`src/rtl/instr_fetch_pkg.sv`:
```
// Shared constants and types for the RV32I instruction-fetch stage.
package instr_fetch_pkg;

  localparam logic [31:0] NOP_INSTR_C = 32'h0000_0013;
  localparam logic [31:0] PC_STEP_C   = 32'h0000_0004;

  typedef enum logic [1:0] {
    IF_REQ  = 2'd0,
    IF_WAIT = 2'd1,
    IF_HOLD = 2'd2
  } if_state_e;

  // Instruction addresses are always word aligned; low two bits are forced to zero.
  function automatic logic [31:0] align_word(input logic [31:0] addr);
    return addr & 32'hFFFF_FFFC;
  endfunction

endpackage

```
`src/rtl/instr_fetch.sv`:
```
// IF stage: owns the PC, fetches one instruction at a time from instruction memory
// and fills the IF/ID register, honouring stall, flush and execute-stage redirects.
module instr_fetch
  import instr_fetch_pkg::*;
#(
  parameter logic [31:0] RESET_PC  = 32'h0000_0000,
  parameter logic [31:0] NOP_INSTR = NOP_INSTR_C
) (
  input  logic        clk,
  input  logic        reset,
  input  logic        stall,
  input  logic        flush,
  input  logic        redirect_valid,
  input  logic [31:0] redirect_pc,
  output logic        imem_req_valid,
  input  logic        imem_req_ready,
  output logic [31:0] imem_addr,
  input  logic        imem_rsp_valid,
  input  logic [31:0] imem_rsp_data,
  output logic [31:0] instr,
  output logic [31:0] pc_out,
  output logic [31:0] next_pc_out,
  output logic        instr_valid
);

  if_state_e   state_q, state_d;
  logic [31:0] pc_q, pc_d;
  logic [31:0] fetch_pc_q, fetch_pc_d;
  logic        drop_q, drop_d;
  logic [31:0] buf_instr_q, buf_instr_d;
  logic [31:0] buf_pc_q, buf_pc_d;
  logic [31:0] instr_q, instr_d;
  logic [31:0] pc_out_q, pc_out_d;
  logic [31:0] next_pc_out_q, next_pc_out_d;
  logic        instr_valid_q, instr_valid_d;

  logic        load_s;
  logic [31:0] load_instr_s;
  logic [31:0] load_pc_s;
  logic [31:0] redirect_target_s;

  assign redirect_target_s = align_word(redirect_pc);
  assign imem_req_valid    = (state_q == IF_REQ) && !redirect_valid && !reset;
  assign imem_addr         = pc_q;

  assign instr       = instr_q;
  assign pc_out      = pc_out_q;
  assign next_pc_out = next_pc_out_q;
  assign instr_valid = instr_valid_q;

  // Fetch FSM: PC update, request handshake, response capture and redirect handling.
  always_comb begin
    state_d      = state_q;
    pc_d         = pc_q;
    fetch_pc_d   = fetch_pc_q;
    drop_d       = drop_q;
    buf_instr_d  = buf_instr_q;
    buf_pc_d     = buf_pc_q;
    load_s       = 1'b0;
    load_instr_s = imem_rsp_data;
    load_pc_s    = fetch_pc_q;
    case (state_q)
      IF_REQ: begin
        if (redirect_valid) begin
          pc_d = redirect_target_s;
        end else if (imem_req_ready) begin
          fetch_pc_d = pc_q;
          pc_d       = pc_q + PC_STEP_C;
          state_d    = IF_WAIT;
        end else begin
          state_d = IF_REQ;
        end
      end
      IF_WAIT: begin
        if (redirect_valid) begin
          // An in-flight response belongs to the wrong path: drop it now or when it lands.
          pc_d = redirect_target_s;
          if (imem_rsp_valid) begin
            drop_d  = 1'b0;
            state_d = IF_REQ;
          end else begin
            drop_d = 1'b1;
          end
        end else if (imem_rsp_valid) begin
          if (drop_q) begin
            drop_d  = 1'b0;
            state_d = IF_REQ;
          end else if (!stall && !flush) begin
            load_s  = 1'b1;
            state_d = IF_REQ;
          end else begin
            buf_instr_d = imem_rsp_data;
            buf_pc_d    = fetch_pc_q;
            state_d     = IF_HOLD;
          end
        end else begin
          state_d = IF_WAIT;
        end
      end
      IF_HOLD: begin
        load_instr_s = buf_instr_q;
        load_pc_s    = buf_pc_q;
        if (redirect_valid) begin
          pc_d    = redirect_target_s;
          state_d = IF_REQ;
        end else if (!stall && !flush) begin
          load_s  = 1'b1;
          state_d = IF_REQ;
        end else begin
          state_d = IF_HOLD;
        end
      end
      default: begin
        state_d = IF_REQ;
      end
    endcase
  end

  // IF/ID register: flush beats stall beats load; an idle cycle inserts a bubble.
  always_comb begin
    instr_d       = NOP_INSTR;
    pc_out_d      = 32'h0000_0000;
    next_pc_out_d = 32'h0000_0000;
    instr_valid_d = 1'b0;
    if (flush) begin
      instr_valid_d = 1'b0;
    end else if (stall) begin
      instr_d       = instr_q;
      pc_out_d      = pc_out_q;
      next_pc_out_d = next_pc_out_q;
      instr_valid_d = instr_valid_q;
    end else if (load_s) begin
      instr_d       = load_instr_s;
      pc_out_d      = load_pc_s;
      next_pc_out_d = load_pc_s + PC_STEP_C;
      instr_valid_d = 1'b1;
    end else begin
      instr_valid_d = 1'b0;
    end
  end

  // State registers with synchronous reset.
  always_ff @(posedge clk) begin
    if (reset) begin
      state_q       <= IF_REQ;
      pc_q          <= align_word(RESET_PC);
      fetch_pc_q    <= 32'h0000_0000;
      drop_q        <= 1'b0;
      buf_instr_q   <= 32'h0000_0000;
      buf_pc_q      <= 32'h0000_0000;
      instr_q       <= NOP_INSTR;
      pc_out_q      <= 32'h0000_0000;
      next_pc_out_q <= 32'h0000_0000;
      instr_valid_q <= 1'b0;
    end else begin
      state_q       <= state_d;
      pc_q          <= pc_d;
      fetch_pc_q    <= fetch_pc_d;
      drop_q        <= drop_d;
      buf_instr_q   <= buf_instr_d;
      buf_pc_q      <= buf_pc_d;
      instr_q       <= instr_d;
      pc_out_q      <= pc_out_d;
      next_pc_out_q <= next_pc_out_d;
      instr_valid_q <= instr_valid_d;
    end
  end

endmodule

```
`config.mk`:
```
export PLATFORM = sky130hd
export DESIGN_NAME = instr_fetch
export DESIGN_NICKNAME = d
export VERILOG_FILES = /design/src/rtl/instr_fetch_pkg.sv /design/src/rtl/instr_fetch.sv
export SDC_FILE = /design/constraint.sdc
export NUM_CORES = 1
export LEC_CHECK = 0
export CELL_PAD_IN_SITES_DETAIL_PLACEMENT = 1
export CELL_PAD_IN_SITES_GLOBAL_PLACEMENT = 1
export CORE_MARGIN = 1.5
export CORE_UTILIZATION = 44
export CTS_BUF_LIST = sky130_fd_sc_hd__clkbuf_8
export DETAILED_ROUTE_END_ITERATION = 6
export DONT_BUFFER_PORTS = 1
export PLACE_DENSITY_LB_ADDON = 0.1
export SLEW_MARGIN = 20
export SYNTH_ARGS = -nofsm -noshare
export SYNTH_HDL_FRONTEND = slang
export SYNTH_SLANG_ARGS = --single-unit
```
`constraint.sdc`:
```
create_clock -name clk -period 3 [get_ports clk]
set_input_delay 0.6 -clock clk [delete_from_list [all_inputs] [get_ports clk]]
set_output_delay 0.6 -clock clk [all_outputs]
set_load 0.05 [all_outputs]
```
## After elaboration in Yosys (flattened, before gate mapping)

Index checks and enable logic that the tools add are counted.

- $add $sub $neg: 2
- Equal/unequal tests: 6
- Mux-type cells: 28
- Bitwise gates (word level): 3
- Reduce and logical (&&, ||, !) cells: 17

Operators by type and width:

| kind | number |
|---|---|
| $mux W32 | 8 |
| $add A32 B3 Y32 const B | 2 |
| $pmux W32 S2 | 1 |
| $mux W2 | 7 |
| $mux W1 | 10 |
| $ne A3 B3 Y1 const B | 2 |
| $pmux W2 S3 | 1 |
| $reduce_and A3 Y1 | 2 |
| $reduce_and A5 Y1 | 1 |
| $logic_not A1 Y1 | 4 |
| $reduce_and A2 Y1 | 2 |
| $reduce_bool A2 Y1 | 2 |
| $reduce_or A2 Y1 | 2 |
| $logic_and A1 B1 Y1 | 3 |
| $not A1 Y1 | 3 |
| $eq A2 B1 Y1 const B | 1 |
| $eq A2 B2 Y1 const B | 1 |
| $logic_not A2 Y1 | 1 |
| $ne A2 B1 Y1 const B | 1 |
| $ne A2 B2 Y1 const B | 1 |
| $pmux W1 S2 | 1 |

- Register bits after elaboration: 228

## Depth between registers and ports, before layout

Gate-level depths: netlist of the first run.

- Depth in word-level cells: 8
- Mapped depth: 14

## Worst setup path before layout of the first run

OpenSTA, ideal clock, no wires.

- Path kind: flip-flop to flip-flop
- Start: register state_q[0]
- End: register next_pc_out_q[30], in the netlist next_pc_out[30]
- Arrival time: 3.040 ns
- Data required time: 2.883 ns
- Path slack: -0.158 ns
- Stages on the path, launching flop included: 15
- Path buffers: 5
- Period minus slack after synthesis: 3.158 ns
- Path through: dfxtp_1 > inv_1 > ha_1 > buf_6 > buf_2 > buf_2 > buf_2 > buf_2 > mux2_2 > ha_1 > inv_1 > a211oi_4 > nand4_1 > or3_1 > a32o_1

- Cells in the longest elaborated chain, start to end: 4
- Elaborated cells between the ends (all ways): 6

RTL lines:

| what | line | source |
|---|---|---|
| from (decl) | instr_fetch.sv:26 | `if_state_e state_q, state_d;` |
| from (signal assigned) | instr_fetch.sv:156 | `state_q <= state_d;` |
| $eq A2 B2 Y1 | instr_fetch.sv:62 | `case (state_q)` |
| $mux W32 | instr_fetch.sv:62 |  |
| $add A32 B3 Y32 | instr_fetch.sv:135 | `next_pc_out_d = load_pc_s + PC_STEP_C;` |
| $mux W32 * | instr_fetch.sv:132 | `end else if (load_s) begin` |
| to (signal assigned) | instr_fetch.sv:164 | `next_pc_out_q <= next_pc_out_d;` |
| to (decl) | instr_fetch.sv:34 | `logic [31:0] next_pc_out_q, next_pc_out_d;` |

Mark *: on every way between the ends. The rest lies on a longest branch, timed or not.
A chain may end at the register's enable or synchronous reset.

## Final worst setup path of the first run

- Start: register state_q[0]
- End: register next_pc_out_q[21], in the netlist next_pc_out[21]

Same word-level chain as after synthesis.

==> results of run 1 <==
metal layers:
layer | vias up | GRT usage | wire length, um
li1 | 4428 | - | -
met1 | 4367 | 0.3506 | 14530
met2 | 227 | 0.3745 | 13240
met3 | 44 | 0.07384 | 2318
met4 | 0 | 0.06981 | 536
met5 | - | 0 | 0
kinds of logic after synthesis:
logic type / count (synthesis)
other cells: 1
simple gates: 507
xor+xnor: 8
buf+inv: 113
compound gates: 327
mux: 70
fa+ha+maj: 6
flops: 218
flip-flops by register name (all words and copies together) (netlist names):
name and cells:
buf_instr_q 32, buf_pc_q 30, drop_q 1, fetch_pc_q 30, imem_addr 30, instr 32
instr_valid 1, next_pc_out 30, pc_out 30, state_q 2
worst min-delay path by stage:
stage / endpoint / slack [ns] / cells past startpoint / startpoint
floorplan: buf_instr_q[0] / 0.43 / 2 / buf_instr_q[0]
global placement: buf_pc_q[31] / 0.43 / 2 / buf_pc_q[31]
detailed placement: buf_instr_q[1] / 0.44 / 2 / buf_instr_q[1]
CTS: buf_pc_q[11] / 0.10 / 1 / reset
global route: imem_addr[9] / 0.11 / 1 / reset
finish: imem_addr[9] / 0.14 / 1 / reset
cells in the final DEF, fill, tap and decap left out, types with 6 or more instances in the layout:
cell type  netlist  final
nand3_1         25     25
buf_4            9     49
o22ai_1         10     10
nand2_1        246    245
mux2_2          27     27
nor3_1          13     13
o21ai_0         35     35
nor2_1         130    129
or3_1           11     11
a32o_1           8      8
and3_1          12     12
nand4_1         21     21
a211oi_1        17     17
a21oi_1        157    157
a22oi_1         34     34
a311oi_1         8      8
nand3b_1        10     10
and4_1           6      6
inv_1           15     23
dfxtp_1        218    217
mux2i_1         43     43
clkbuf_8         0     57
conb_1           1      6
report_power, final:
| group | switching (mW) | internal, mW |
|---|---|---|
| combinational | 0.416 | 0.176 |
| sequential | 0.0642 | 2.96 |
| clock | 1.27 | 1.76 |
| total | 1.75 | 4.90 |
stage by stage:
stage | utilization | std cells | setup WS, ns
2_1_floorplan | - | 1255 | 0.01983
3_3_place_gp | 0.4648 | 1495 | 0.4330
4_1_cts | 0.5036 | 1566 | 0.3357
3_5_place_dp | 0.4648 | 1495 | 0.3305
5_1_grt | 0.5036 | 1566 | 0.1298
6_report | 0.5036 | 1566 | 0.3262
area by class of cell:
class	count	area share
Tap cell	285	0.03146
Clock inverter	14	0.007949
Sequential cell	218	0.3852
Clock buffer	57	0.06922
Timing Repair Buffer	52	0.03776
Multi-Input combinational cell	924	0.4631
Inverter	16	0.005299
==> impl_metrics.json, run 1 <==
{
  "synth_mux_area_frac": 0.07307,
  "rsz0062_at_grt": "no",
  "grtUsageTotal": 0.2509,
  "synth_area_leader_cell": "dfxtp_1",
  "routed_wl_um": 30620,
  "r2r_setup_slack_ns": 0.33,
  "critPathBufInv": 2,
  "syn_area_um2": 10050,
  "nets": 1329,
  "synth_xor_area_frac": 0.006971,
  "synthSimpleGateAreaFrac": 0.2248,
  "power_mw": 6.648,
  "post-route-min-period_ns": 2.674,
  "dr.pass1.iters": 5,
  "grt_pass1_wl_um": 48190,
  "dieArea_um2": 23760,
  "fin_worst_skew_ns": 0.02672,
  "clock-sinks": 218,
  "placed_area_um2": 10460,
  "yosysMostFrequentCell": "nand2_1",
  "holdCritPathClass": "in -> reg",
  "cts_buffer_depth": 3,
  "crit_required_ns": 3.42,
  "numCtsBuffers": 40,
  "gp_congestion": 0.8416,
  "fmax_mhz": 374.0,
  "drv_cap": 0,
  "worstSetupEndpointType": "flop",
  "overflow": 0,
  "cts_tree": "yes",
  "cts_setup_buffers": 0,
  "io_pins": 201,
  "synth-seq-area-share": 0.4342,
  "vias": 9066,
  "synth.top_cells.by_area": "dfxtp_1, nand2_1, a21oi_1",
  "drtIter0Drc": 443,
  "start_util": 0.4467,
  "cp_cell_sequence": "inv_1 -> ha_4 -> buf_4 -> nand3_1 -> a222oi_1 -> nand4_1 -> or3_1 -> a32o_1",
  "cpMaxStageDelayCell": "or3_1",
  "via_per_inst": 5.789,
  "post-route-period-util": 0.8913,
  "route.detailed.drc": 0,
  "diodes": 0,
  "row_count": 55,
  "die_w_um": 154.1,
  "ctsHoldBuffers": 0,
  "setup_viol_count_final": 0,
  "io_buffers": 0,
  "drv_slew": 0,
  "worst-path-max-fanout": 27,
  "worstSetupStartpoint": "state_q[0]",
  "crit_cells": 8,
  "path_class": "reg -> reg",
  "h-tree-depth": 2,
  "synthDistinctLibCells": 68,
  "synthAdderAreaFrac": 0.007469,
  "wire_per_inst_um": 19.55,
  "max-vdd-ir-drop_v": 0.0003048,
  "grt_pass1_vias": 8798,
  "hold_viol": 0,
  "drtAntennaViolNets": 0,
  "synth_top_area_frac": 0.4342,
  "drive_gt1_frac": 0.1272,
  "die_y_um": 154.1,
  "status": "finished, final reports clean",
  "root_buffer": "clkbuf_8",
  "slowest_delay_ns": 0.39,
  "hold_slack_ns": 0.1388,
  "core_um2": 22500,
  "p_leak_nw": 3.899,
  "synth_compound_area_frac": 0.2044,
  "cts_resized": 0,
  "syn_avg_cell_area_um2": 8.041,
  "fillCellCount": 2728,
  "cp.arrival_ns": 3.10,
  "path_clk_slew_ns": 0.06,
  "synth_common_cells": "nand2_1, dfxtp_1, a21oi_1",
  "crit_end": "next_pc_out[21]",
  "ys_ff_latch": 218,
  "regToRegStartpoint": "state_q[0]",
  "finalSetupTns_ns": 0,
  "crit_family": "simple AND/OR/NAND/NOR gates",
  "r2r_end": "next_pc_out[21]",
  "start_kind": "flop",
  "area_growth_pct": 12.76,
  "yosys_warnings": 0,
  "syn-instance-count": 1250,
  "async_flop_share": 0,
  "synth_top_family_by_area": "simple AND/OR/NAND/NOR gates",
  "place_hpwl_um": 21150,
  "slew_headroom": 0.4503,
  "synthFlopType": "dfxtp_1",
  "worst_slew_pin_slew_ns": 0.8210,
  "final_area_um2": 11330,
  "reg2reg_depth": 8,
  "synth-edff-count": 0,
  "grt_max_degree": 122,
  "power_density_nw_per_um2": 586.6,
  "clock_latency_ns": 0.55,
  "multi_input_area_um2": 5249,
  "antenna_found_initial": 0,
  "final-seq-area_um2": 4365
}
(Power assumes the default switching activity.)
==> run 2, diff against run 1 <==
- PLACE_DENSITY: unset -> 0.79
- PLACE_DENSITY_LB_ADDON: 0.1 -> unset
==> run 2 against run 1 <==
  * Sequential cell count is the same
  * Clock-buffer cell count shrank 6
  * Fmax shrank 3.8%
  * Hold slack lost 0.010 ns
  * Global-route usage grew 1.2 points
  * Non-clock buffer count is the same
  * Critical path depth grew 2
  * Clock power shrank 2%
  * Sequential power is essentially flat
  * Routed wire length grew 2.5%
  * Worst setup slack lost 0.11 ns
  * Largest power group is now registers
==> impl_metrics.json, run 2 (same netlist as run 1, synthesis figures left out) <==
{
  "status": "finished, final reports clean",
  "critPathBufInv": 3,
  "path_class": "reg -> reg",
  "grt_util_met1": 0.3524,
  "clock-sinks": 218,
  "drtAntennaViolNets": 0,
  "routed_wl_um": 31390,
  "core_um2": 22500,
  "row_count": 55,
  "slowest_delay_ns": 0.41,
  "overflow": 0,
  "gp_congestion": 0.8786,
  "post-route-min-period_ns": 2.780,
  "instances_no_fill": 1567,
  "clockPowerShare": 0.451,
  "r2r_end": "next_pc_out[30]",
  "wire_per_inst_um": 20.03,
  "dieArea_um2": 23760,
  "start_util": 0.4467,
  "comb_power_share": 0.092,
  "worstHoldStart": "reset",
  "slew_headroom": 0.4265,
  "cts_buffer_depth": 3,
  "cpMaxStageDelayCell": "or3_1",
  "route.detailed.drc": 0,
  "holdCritPathClass": "in -> reg",
  "grtUsageTotal": 0.2633,
  "power_mw": 6.600,
  "worstSetupEndpointType": "flop",
  "crit_required_ns": 3.44,
  "drv_cap": 0,
  "io_pins": 201,
  "grt_pass1_wl_um": 50640,
  "power_density_nw_per_um2": 583.3,
  "root_buffer": "clkbuf_8",
  "mostFrequentLayoutCell": "nand2_1",
  "final_cell_mix": "nand2_1, dfxtp_1, a21oi_1",
  "p_switching_mw": 1.768,
  "grt_util_met2": 0.4133,
  "io_buffers": 0,
  "crit_top_cell": "inv_1",
  "die_y_um": 154.1,
  "drive_gt1_frac": 0.1240,
  "use_met3": 0.07356,
  "hold_viol": 0,
  "multi_input_area_um2": 5249,
  "fillCellCount": 2742,
  "h-tree-depth": 2,
  "p_int_mw": 4.832,
  "min_to": "imem_addr[14]",
  "path_clk_slew_ns": 0.07,
  "p_leak_nw": 3.909,
  "regToRegStartpoint": "state_q[0]",
  "antenna_found_initial": 0,
  "max-vdd-ir-drop_v": 0.0003399,
  "switching_share": 0.2679,
  "grt.busiest_layer": "met2",
  "rsz0062_at_grt": "no",
  "dpl.cell_count": 1495,
  "via_per_inst": 5.857,
  "final-seq-area_um2": 4365,
  "drv_slew": 0,
  "start_kind": "flop",
  "power_frac_seq": 0.457,
  "cp_cell_sequence": "inv_1 -> ha_4 -> mux2i_1 -> inv_1 -> ha_2 -> inv_1 -> a211oi_4 -> nand4_1 -> or3_1 -> a32o_1",
  "worst-path-max-fanout": 22,
  "vias": 9178,
  "finalSetupTns_ns": 0,
  "crit_family": "simple AND/OR/NAND/NOR gates",
  "drtIter0Drc": 523,
  "fin_worst_skew_ns": 0.02144,
  "fmax_mhz": 359.7,
  "diodes": 0,
  "grt_max_degree": 122,
  "worst_slew_pin_slew_ns": 0.8565,
  "r2r_setup_slack_ns": 0.22,
  "setup_viol_count_final": 0,
  "area_growth_pct": 12.59,
  "nets": 1329,
  "die_w_um": 154.1,
  "dr.pass1.iters": 5,
  "numCtsBuffers": 40,
  "post-route-period-util": 0.9267,
  "clock_latency_ns": 0.54,
  "cp.arrival_ns": 3.22,
  "reg2reg_depth": 10,
  "place_hpwl_um": 21700,
  "hold_depth": 1,
  "grt_pass1_vias": 9404,
  "cts_tree": "yes"
}
-- run 2: layout make-up --
| class | count | share of cell area |
|---|---|---|
| Clock buffer | 51 | 0.06203 |
| Clock inverter | 21 | 0.01272 |
| Inverter | 16 | 0.005307 |
| Multi-Input combinational cell | 924 | 0.4638 |
| Sequential cell | 218 | 0.3858 |
| Tap cell | 285 | 0.03151 |
| Timing Repair Buffer | 52 | 0.03881 |
-- run 2: routing by layer --
metal	vias up	part of all wire
met3	53	0.076
li1	4417	-
met2	282	0.44
met5	-	0
met1	4426	0.46
met4	0	0.022
-- run 2: worst max path at each step --
stage	endpoint	slack (ns)	cells after the start	start
after global placement	next_pc_out[21]	0.35	8	state_q[0]
final	next_pc_out[30]	0.22	10	state_q[0]
after CTS	next_pc_out[21]	0.19	8	state_q[0]
after floorplan	next_pc_out[30]	0.02	14	state_q[0]
after detailed placement	next_pc_out[21]	0.22	8	state_q[0]
after global routing	next_pc_out[30]	0.06	10	state_q[0]
-- run 2: power by group through the flow --
stage | clock (mW) | combinational [mW] | sequential (mW)
floorplan | 0 | 0.328 | 3.21
global placement | 0 | 0.589 | 3.07
detailed placement | 0 | 0.601 | 3.08
CTS | 3.05 | 0.604 | 3.02
global route | 3.17 | 0.652 | 3.02
finish | 2.98 | 0.605 | 3.02
-- run 2: stage by stage --
| step | hold slack [ns] | instance area [um2] | util | worst slack, ns |
|---|---|---|---|---|
| 2_1_floorplan | 0.4329 | 10090 | - | 0.01983 |
| 4_1_cts | 0.09736 | 11310 | 0.5027 | 0.1947 |
| 6_report | 0.1284 | 11320 | 0.5029 | 0.2200 |
| 5_1_grt | 0.1020 | 11320 | 0.5029 | 0.06162 |
| 3_3_place_gp | 0.4335 | 10440 | 0.4639 | 0.3507 |
| 3_5_place_dp | 0.4425 | 10470 | 0.4651 | 0.2172 |
-- run 2: timing repair --
item                       in CTS  in global routing
setup endpoints to repair       0                  2
hold buffers                    0                  0
resized for setup               0                  1
buffers inserted                0                  0
